`src/rtl/zp_serial_tx.sv`:
```
// Bit-serial frame transmitter: start bit, WIDTH data bits LSB-first, trailer, stop bit.
// The trailer is the parity or nonzero flag of the data, matching the zeroparity checker.
module zp_serial_tx #(
  parameter int WIDTH        = 8,
  parameter int CLKS_PER_BIT = 4
) (
  input  logic             clk,
  input  logic             rst_n,
  input  logic             in_valid,
  output logic             in_ready,
  input  logic [WIDTH-1:0] in_data,
  input  logic             in_mode,
  output logic             tx,
  output logic             busy,
  output logic             done
);

  localparam int CW = (CLKS_PER_BIT > 1) ? $clog2(CLKS_PER_BIT) : 1;
  localparam int IW = (WIDTH > 1) ? $clog2(WIDTH) : 1;
  localparam logic [CW-1:0] CNT_LAST = CW'(CLKS_PER_BIT - 1);
  localparam logic [IW-1:0] IDX_LAST = IW'(WIDTH - 1);

  typedef enum logic [2:0] {
    S_IDLE  = 3'd0,
    S_START = 3'd1,
    S_DATA  = 3'd2,
    S_TRAIL = 3'd3,
    S_STOP  = 3'd4
  } state_t;

  // Trailer: parity of the word when mode=1, nonzero flag when mode=0.
  function automatic logic trailer_of(input logic [WIDTH-1:0] d, input logic m);
    logic t;
    if (m) begin
      t = ^d;
    end else begin
      t = |d;
    end
    return t;
  endfunction

  state_t           state_r, state_s;
  logic [CW-1:0]    cnt_r, cnt_s;
  logic [IW-1:0]    idx_r, idx_s;
  logic [WIDTH-1:0] shift_r, shift_s;
  logic             trail_r, trail_s;
  logic             tx_r, tx_s;
  logic             busy_r, busy_s;
  logic             done_r, done_s;
  logic             ready_r, ready_s;
  logic             accept_s;
  logic             last_s;

  // Ready is held low for as long as reset is asserted.
  assign in_ready = rst_n & ready_r;
  assign accept_s = in_valid & in_ready;
  assign tx       = tx_r;
  assign busy     = busy_r;
  assign done     = done_r;

  // Next-state and next-output computation.
  always_comb begin
    state_s = state_r;
    cnt_s   = cnt_r;
    idx_s   = idx_r;
    shift_s = shift_r;
    trail_s = trail_r;
    tx_s    = 1'b1;
    last_s  = (cnt_r == CNT_LAST);

    case (state_r)
      S_IDLE: begin
        if (accept_s) begin
          state_s = S_START;
          cnt_s   = '0;
          shift_s = in_data;
          trail_s = trailer_of(in_data, in_mode);
        end else begin
          state_s = S_IDLE;
        end
      end
      S_START: begin
        if (last_s) begin
          state_s = S_DATA;
          cnt_s   = '0;
          idx_s   = '0;
        end else begin
          cnt_s = cnt_r + CW'(1);
        end
      end
      S_DATA: begin
        if (last_s) begin
          cnt_s   = '0;
          shift_s = shift_r >> 1;
          if (idx_r == IDX_LAST) begin
            state_s = S_TRAIL;
          end else begin
            idx_s = idx_r + IW'(1);
          end
        end else begin
          cnt_s = cnt_r + CW'(1);
        end
      end
      S_TRAIL: begin
        if (last_s) begin
          state_s = S_STOP;
          cnt_s   = '0;
        end else begin
          cnt_s = cnt_r + CW'(1);
        end
      end
      S_STOP: begin
        if (last_s) begin
          cnt_s = '0;
          // A word accepted on the last stop cycle starts with no idle gap.
          if (accept_s) begin
            state_s = S_START;
            shift_s = in_data;
            trail_s = trailer_of(in_data, in_mode);
          end else begin
            state_s = S_IDLE;
          end
        end else begin
          cnt_s = cnt_r + CW'(1);
        end
      end
      default: begin
        state_s = S_IDLE;
        cnt_s   = '0;
      end
    endcase

    case (state_s)
      S_IDLE:  tx_s = 1'b1;
      S_START: tx_s = 1'b0;
      S_DATA:  tx_s = shift_s[0];
      S_TRAIL: tx_s = trail_s;
      S_STOP:  tx_s = 1'b1;
      default: tx_s = 1'b1;
    endcase

    busy_s  = (state_s != S_IDLE);
    done_s  = (state_s == S_STOP) && (cnt_s == CNT_LAST);
    ready_s = (state_s == S_IDLE) || done_s;
  end

  // State and output registers with synchronous active-low reset.
  always_ff @(posedge clk) begin
    if (!rst_n) begin
      state_r <= S_IDLE;
      cnt_r   <= '0;
      idx_r   <= '0;
      shift_r <= '0;
      trail_r <= 1'b0;
      tx_r    <= 1'b1;
      busy_r  <= 1'b0;
      done_r  <= 1'b0;
      ready_r <= 1'b1;
    end else begin
      state_r <= state_s;
      cnt_r   <= cnt_s;
      idx_r   <= idx_s;
      shift_r <= shift_s;
      trail_r <= trail_s;
      tx_r    <= tx_s;
      busy_r  <= busy_s;
      done_r  <= done_s;
      ready_r <= ready_s;
    end
  end

endmodule

```
`config.mk`:
```
export PLATFORM = sky130hd
export DESIGN_NAME = zp_serial_tx
export DESIGN_NICKNAME = d
export VERILOG_FILES = /design/src/rtl/zp_serial_tx.sv
export SDC_FILE = /design/constraint.sdc
export NUM_CORES = 1
export LEC_CHECK = 0
export CELL_PAD_IN_SITES_DETAIL_PLACEMENT = 1
export CELL_PAD_IN_SITES_GLOBAL_PLACEMENT = 1
export CORE_MARGIN = 3
export CORE_UTILIZATION = 35
export DETAILED_ROUTE_END_ITERATION = 7
export DONT_BUFFER_PORTS = 1
export PLACE_DENSITY = 0.7
export SETUP_SLACK_MARGIN = 0.2
export SYNTH_ARGS = -nofsm -noshare
export SYNTH_HDL_FRONTEND = slang
export SYNTH_SLANG_ARGS = --single-unit
export TNS_END_PERCENT = 1
```
`constraint.sdc`:
```
create_clock -name clk -period 2.02 [get_ports clk]
set_clock_uncertainty 0.15 [all_clocks]
set_input_delay 0.404 -clock clk [delete_from_list [all_inputs] [get_ports clk]]
set_output_delay 0.404 -clock clk [all_outputs]
set_load 0.05 [all_outputs]
```
==> summary.md <==
| Metric | Value |
|---|---|
| Type of the most critical hold path | `input pin to register` |
| LEAKAGE | `0.5118 nW` |
| Final antenna-violating net count | `0` |
| Post-synth cell types | `48` |
| Final min period | `~1.7 ns` |
| CP Data Arrival Time | `1.77 ns` |
| Antenna violations before repair | `0` |
| H-tree levels | `1` |
| Rows | `20` |
| Die height | `64.19 microns` |
| Wirelength per Cell | `14.75 microns` |
| Post-synth top area cell | `dfxtp_1` |
| Worst Path Required | `2.06 ns` |
| Post-synthesis register bit count | `21` |
| Setup violations, final | `0` |
| Uppermost routed layer | `met4` |
| Worst Min Path Start | `rst_n` |
| Gpl congestion | `0.7993` |
| Critical-path maximum fanout | `14` |
| Largest cells by area after synthesis | `dfxtp_1 35%, ha_1 7.4%, a21oi_1 5.1%` |
| Cell Area, Synth | `1185 sq um` |
| # DRC | `0` |
| VDD IR-drop max | `0.2649 mV` |
| Endpoint, Worst Hold | `tx` |
| Kind of critical path | `register to register` |
| Skew-Pair Late Insertion Delay | `0.31 ns` |
| Mean post-synth cell area | `8.649 sq um` |
| Max transition margin | `0.6416` |
| CTS Buf Count | `3` |
| DR pass1 iterations | `4` |
| Vias | `1013` |
| PnR worst setup slack | `0.2890 ns` |
| Clock slew at reported path FFs | `0.12 ns` |
| Total Routing Usage GR | `0.1524` |
| Dpl ws | `approximately 0.078 ns` |
| Worst R2R Start | `state_r[0]` |
| CTS tree | `done` |
| Longest Clk Path Bufs | `2` |
| Setup crit start | `state_r[0]` |
| Clk sinks | `21` |
| Post-DP HPWL | `2054 microns` |
| Die Area | `4120 sq um` |
| Most common cell after layout, fill and taps aside | `dfxtp_1` |
| Filler cell count | `just under 400` |
| Pin count of the biggest net entering global routing | `17` |
| Measured slew at the worst slew-check pin | `0.5370 ns` |
| Global-route wire length before repair | `5071 microns` |
| Crit. End Element | `register` |
| Die width | `64.19 microns` |
| Hold_buf cts | `0` |
| Tcrit/Tclk final | `0.8569` |
| # diodes | `0` |
| Worst r2r dst | `tx` |
| Post-Route M1 WL | `roughly 1300 microns` |
| Vias per inst | `between 5 and 6` |
| Ratio of cells with drive above 1 in the final layout | `0.2128` |
| Port Buffer Count | `0` |
| Mapped Cells | `137` |
| Crit start category | `register` |
| Most frequent cells in the layout | `16 x dfxtp_1, 12 x nand2_1, 12 x a21oi_1, 9 x inv_1, 8 x buf_4` |
| Root Buffer | `clkbuf_4` |
| Area grow syn2layout | `13.09%` |
| Seq/Total Area, Yosys | `0.3548` |
| Setup TNS | `0 ns` |
| Overflow left after global routing | `0` |
| Status | `finished clean` |
| Initial Utilization | `0.3758` |
| Initial DRC count | `36` |
| Worst hold path stage count | `1` |
| Final WL | `2729 microns` |
| Maximum Capacitance Violations | `0` |
| Fmax | `0.5777 GHz` |
| Reg2reg setup slack | `approximately 0.29 ns` |
| Final layout net count | `around 160` |
| Worst R2R Path Depth | `4` |
| Core footprint | `3153 sq um` |
| Unrepaired setup endpoints after global routing | `yes` |
| Ports | `16` |
| DR WL met3 | `103 microns` |
| Vias in the first global route | `between 1000 and 1500` |
| PwrDens | `590.6 nW/um^2` |
| Mapped Nets | `156` |
| Met2 wire length | `~1300 microns` |
| Hold Fails Final Rpt | `0` |
| Synthesis warning total | `0` |
| Fin. max-slew vios | `0` |
| Top cell type's share of synthesized area | `0.3548` |
registers in the layout, indices dropped and copies added, names as in the netlist:
signal,count
busy,1
cnt_r,2
done,1
idx_r,3
ready_r,1
shift_r,8
state_r,3
trail_r,1
tx,1
power by group:
| group | switching, mW | internal, mW | total, mW |
|---|---|---|---|
| combinational | 0.0682 | 0.0528 | 0.121 |
| sequential | 0.0269 | 0.433 | 0.460 |
| clock | 0.134 | 0.0773 | 0.211 |
how the worst max path moves through the flow:
stage,endpoint,slack [ns],cells past startpoint
2_1_floorplan,idx_r[0],0.25,6
3_3_place_gp,idx_r[0],0.11,6
3_5_place_dp,shift_r[4],0.08,6
4_1_cts,tx,0.20,6
5_1_grt,tx,0.16,5
6_report,tx,0.29,4
layer usage:
layer | track usage | vias to the layer above
met4 | 0.05805 | 0
met2 | 0.2658 | 18
li1 | - | 506
met5 | 0 | -
met3 | 0.02636 | 5
met1 | 0.1847 | 484
repair_timing:
item	CTS	global route
setup endpoints to repair	8	14
resized for setup	5	11
pin swaps	1	2
buffers inserted	1	1
worst max-delay path: stages, from the launching register on:
cell      delay [ns]
dfxtp_4         0.41
or2_1           0.31
o31a_1          0.31
a311oi_2        0.25
o221ai_1        0.17
synth_stat cells (all sizes together):
library cell  instances
a2111oi               1
a21bo                 1
a21oi                12
a22oi                 6
a311oi                1
a31o                  1
a31oi                 1
a41o                  1
and2                  3
and2b                 1
and3                  2
buf                   6
clkbuf                2
dfxtp                21
ha                    7
inv                  10
nand2                12
nand2b                3
nand3                 1
nand3b                1
nand4b                1
nor2                  7
nor2b                 2
nor3                  4
nor3b                 3
nor4                  2
nor4b                 2
nor4bb                1
o2111ai               2
o211a                 1
o21a                  1
o21ai                 5
o221ai                1
o22ai                 2
o311a                 1
o31a                  1
o32ai                 1
or2                   2
or3                   1
or3b                  1
xnor2                 2
xor2                  1
per-stage QoR:
step	instance area (sq um)	hold WS (ns)	power, mW	util	instances
after global routing	1340	0.03982	0.8364	0.4250	185
after floorplan	1185	0.2856	0.5613	-	137
after CTS	1296	0.02213	0.7973	0.4111	184
after detailed placement	1239	0.3003	0.5845	0.3929	179
after global placement	1239	0.2942	0.5801	0.3929	179
final	1340	0.02692	0.7915	0.4250	185
cell families after synthesis:
family,after synthesis,share of synthesized area
buffers and inverters,18,0.07075
adder cells (fa/ha/maj),7,0.07391
AO/OA/AOI/OAI,39,0.2313
AND/OR/NAND/NOR,49,0.2471
XOR/XNOR,3,0.02218
flip-flops,21,0.3548
layout make-up:
class	count	area (sq um)	area share
timing repair buffer	8	60.06	0.04482
clock buffer	4	26.28	0.01961
inverter	10	37.54	0.02801
tap	44	55.05	0.04108
multi-input combinational	98	732.0	0.5462
sequential	21	429.2	0.3203
Note: power is estimated with default switching activity, not from simulation.
==> RTL edit, RTL diff (config.mk and constraints unchanged) <==
Encoding of `state_t`: now one-hot (5 bits for 5 states).
--- a/src/rtl/zp_serial_tx.sv
+++ b/src/rtl/zp_serial_tx.sv
@@ -21,10 +21,10 @@
   localparam logic [IW-1:0] IDX_LAST = IW'(WIDTH - 1);
 
-  typedef enum logic [2:0] {
-    S_IDLE  = 3'd0,
-    S_START = 3'd1,
-    S_DATA  = 3'd2,
-    S_TRAIL = 3'd3,
-    S_STOP  = 3'd4
+  typedef enum logic [4:0] {
+    S_IDLE  = 5'b00001,
+    S_START = 5'b00010,
+    S_DATA  = 5'b00100,
+    S_TRAIL = 5'b01000,
+    S_STOP  = 5'b10000
   } state_t;
 
Check against the original RTL: no difference found for any inputs over 10 cycles, from zero or initial values and one cycle with rst_n low; not proved beyond that.
==> RTL edit against the unedited design <==
Synthesized cell count is 4.4% higher; total power increased by 22%; non-clock buffer count grew 8; count of clock-buffer cells in the layout down 1; worst hold slack better by 0.091 ns; worst setup slack worse by 0.085 ns; combinational power increased by 43%; sequential share of layout area down 2.2 points; highest routed layer unchanged; synthesized area increased by 12%; wire length rose by 21%; cell area up 18%; sequential cell count rose by 2.
==> RTL edit: results (changes against the unedited design) <==
[run_status]
outcome = finished, final reports clean

[finish]
reg.largest.list = shift_r (8), state_r (5), idx_r (3)
final_net_count = 175  ; +8.7%
fillers = 398  ; +0.76%
post_route_cells_drive_above_1_share_pct = 29.7  ; +8.4 points

[clock_tree]
htree_levels = 1  ; unchanged
cts_inserted_buffers = 3  ; unchanged
cts.clk_slew.worst_paths_ns = 0.08  ; -0.04 ns
clock_latency_of_the_later_clocked_register_in_the_worst_skew_pair_ns = 0.26  ; -0.05 ns
clock_tree_sinks = 23  ; +9.5%
clockRootBuffer = sky130_fd_sc_hd__clkbuf_8

[route]
detail_route.vias_per_cell = 5.29  ; -3.4%
first_iter_violations = 47  ; +31%
number_of_optimization_iterations_in_the_first_detailed_route_pass = 4  ; unchanged
totalWireLength_um = 3290  ; +21%
avgRoutedWirePerCell_um = 16.4  ; +11%

[grt]
global_route_wire_length_before_repair_um = 5110  ; +0.69%
groute.layer.met3.usage_pct = 4.49  ; +1.9 points
grt_pass1_vias = 1074  ; -4.4%
maximum_number_of_pins_on_one_net_before_global_route_repair = 21  ; +4
grt_antenna_before_repair = 0  ; unchanged
globalRouteTotalUtil_pct = 14.8  ; -0.43 points
groute.layer.met1.usage_pct = 20.2  ; +1.7 points
grt_use_met2_pct = 23.0  ; -3.6 points

[worst_hold_path]
hold_class = input port to flop
worstHoldStart = rst_n
min_delay_path_depth = 1  ; unchanged
hold_end = shift_r[3]

[worst_setup_path]
rr_worst_depth = 9  ; +5
r2r-end = done
setup.reg_to_reg.worst_slack_ns = 0.20  ; -0.08 ns
crit_path_largest_cell_delay_ns = 0.37  ; -0.04 ns
rr_startpoint = cnt_r[0]
cpMaxStageDelayCell = sky130_fd_sc_hd__dfxtp_4
arrival_ns = 1.86  ; +0.09 ns
critPathMaxFanout = 3  ; -11

[sta]
slew_headroom_pct = 67.5  ; +3.3 points
timing.hold.ws_ns = 0.118  ; +0.0909 ns
period_minus_slack_ns = 1.82  ; +0.0846 ns

[place]
placed_cell_area_um2 = 1400  ; +13%
gp_congestion = 0.760  ; -4.9%
post-dp-hpwl_um = 2440  ; +19%
dpl_worst_slack_ns = 0.108  ; +0.0305 ns
place_inst = 191  ; +6.7%

[logic_synthesis]
synth.yosys.warnings = 0  ; unchanged
synthArstFlopShare_pct = 0  ; unchanged
netlist-cell-type-count = 41  ; -15%
synth.area.top_cells = sky130_fd_sc_hd__dfxtp_1 35%, sky130_fd_sc_hd__a22o_1 9.9%, sky130_fd_sc_hd__ha_1 6.6%
postSynthNetCount = 162  ; +3.8%
netlist_top_cells_count = 23 x sky130_fd_sc_hd__dfxtp_1, 15 x sky130_fd_sc_hd__a22o_1, 11 x sky130_fd_sc_hd__inv_1, 11 x sky130_fd_sc_hd__nor2_1
synth.yosys.seq_area_share_pct = 34.8  ; -0.70 points
synth.avg_cell_area_um2 = 9.26  ; +7.0%

[power]
vdd_ir_drop_max_v = 0.000467  ; +76%
cellLeakagePower_uw = 0.000666  ; +30%

## RTL edit: layout make-up
| class | instances | share of cell area, % |
|---|---|---|
| clock buffer | 3 | 2.61 |
| timing repair buffer | 16 | 8.29 |
| tap | 46 | 3.63 |
| multi-input combinational | 101 | 52.8 |
| sequential | 23 | 29.8 |
| inverter | 11 | 2.61 |
| clock inverter | 1 | 0.316 |
## RTL edit: cell families after synthesis
kind of cell,share of synthesized area (%)
compound gates,26.8
mux,1.51
buf+inv,7.18
simple gates,20.4
flops,34.8
fa+ha+maj,6.62
xor+xnor,2.65
## RTL edit: metal layers
metal	routed length (um)	share of wire [%]
met5	0	0
met4	18	0.55
met3	114	3.5
met2	1580	48
met1	1580	48
## RTL edit: timing repair
action,4_1_cts,5_1_grt
resized for setup,3,24
pin swaps,3,8
cloned,0,0
setup buffers,3,3
setup endpoints to repair,11,17
## RTL edit: through the flow
step                      total power [uW]  util [%]
after global routing                  1020      45.3
after CTS                              969      42.2
final                                  969      45.3
after detailed placement               677      40.1
after floorplan                        643         -
after global placement                 669      40.1
## RTL edit: how the worst max path moves through the flow
stage,start,end
after floorplan,state_r[1],done
after CTS,state_r[2],done
final,cnt_r[0],done
after detailed placement,cnt_r[0],shift_r[5]
after global placement,cnt_r[0],done
after global routing,cnt_r[0],done
## RTL edit: worst max-delay path, delay by kind of cell, from the launching register on
| family | cells | cell delay (ns) |
|---|---|---|
| compound gates | 2 | 0.15 |
| fa+ha+maj | 1 | 0.16 |
| buf+inv | 3 | 0.45 |
| flops | 1 | 0.37 |
| simple gates | 3 | 0.46 |
## RTL edit: power by group
group	leakage [uW]	switching (uW)	internal, uW
logic	0.000451	90.8	82.3
registers	0.000189	36.4	475
clock network	0.0000255	147	138
total	0.000666	274	695
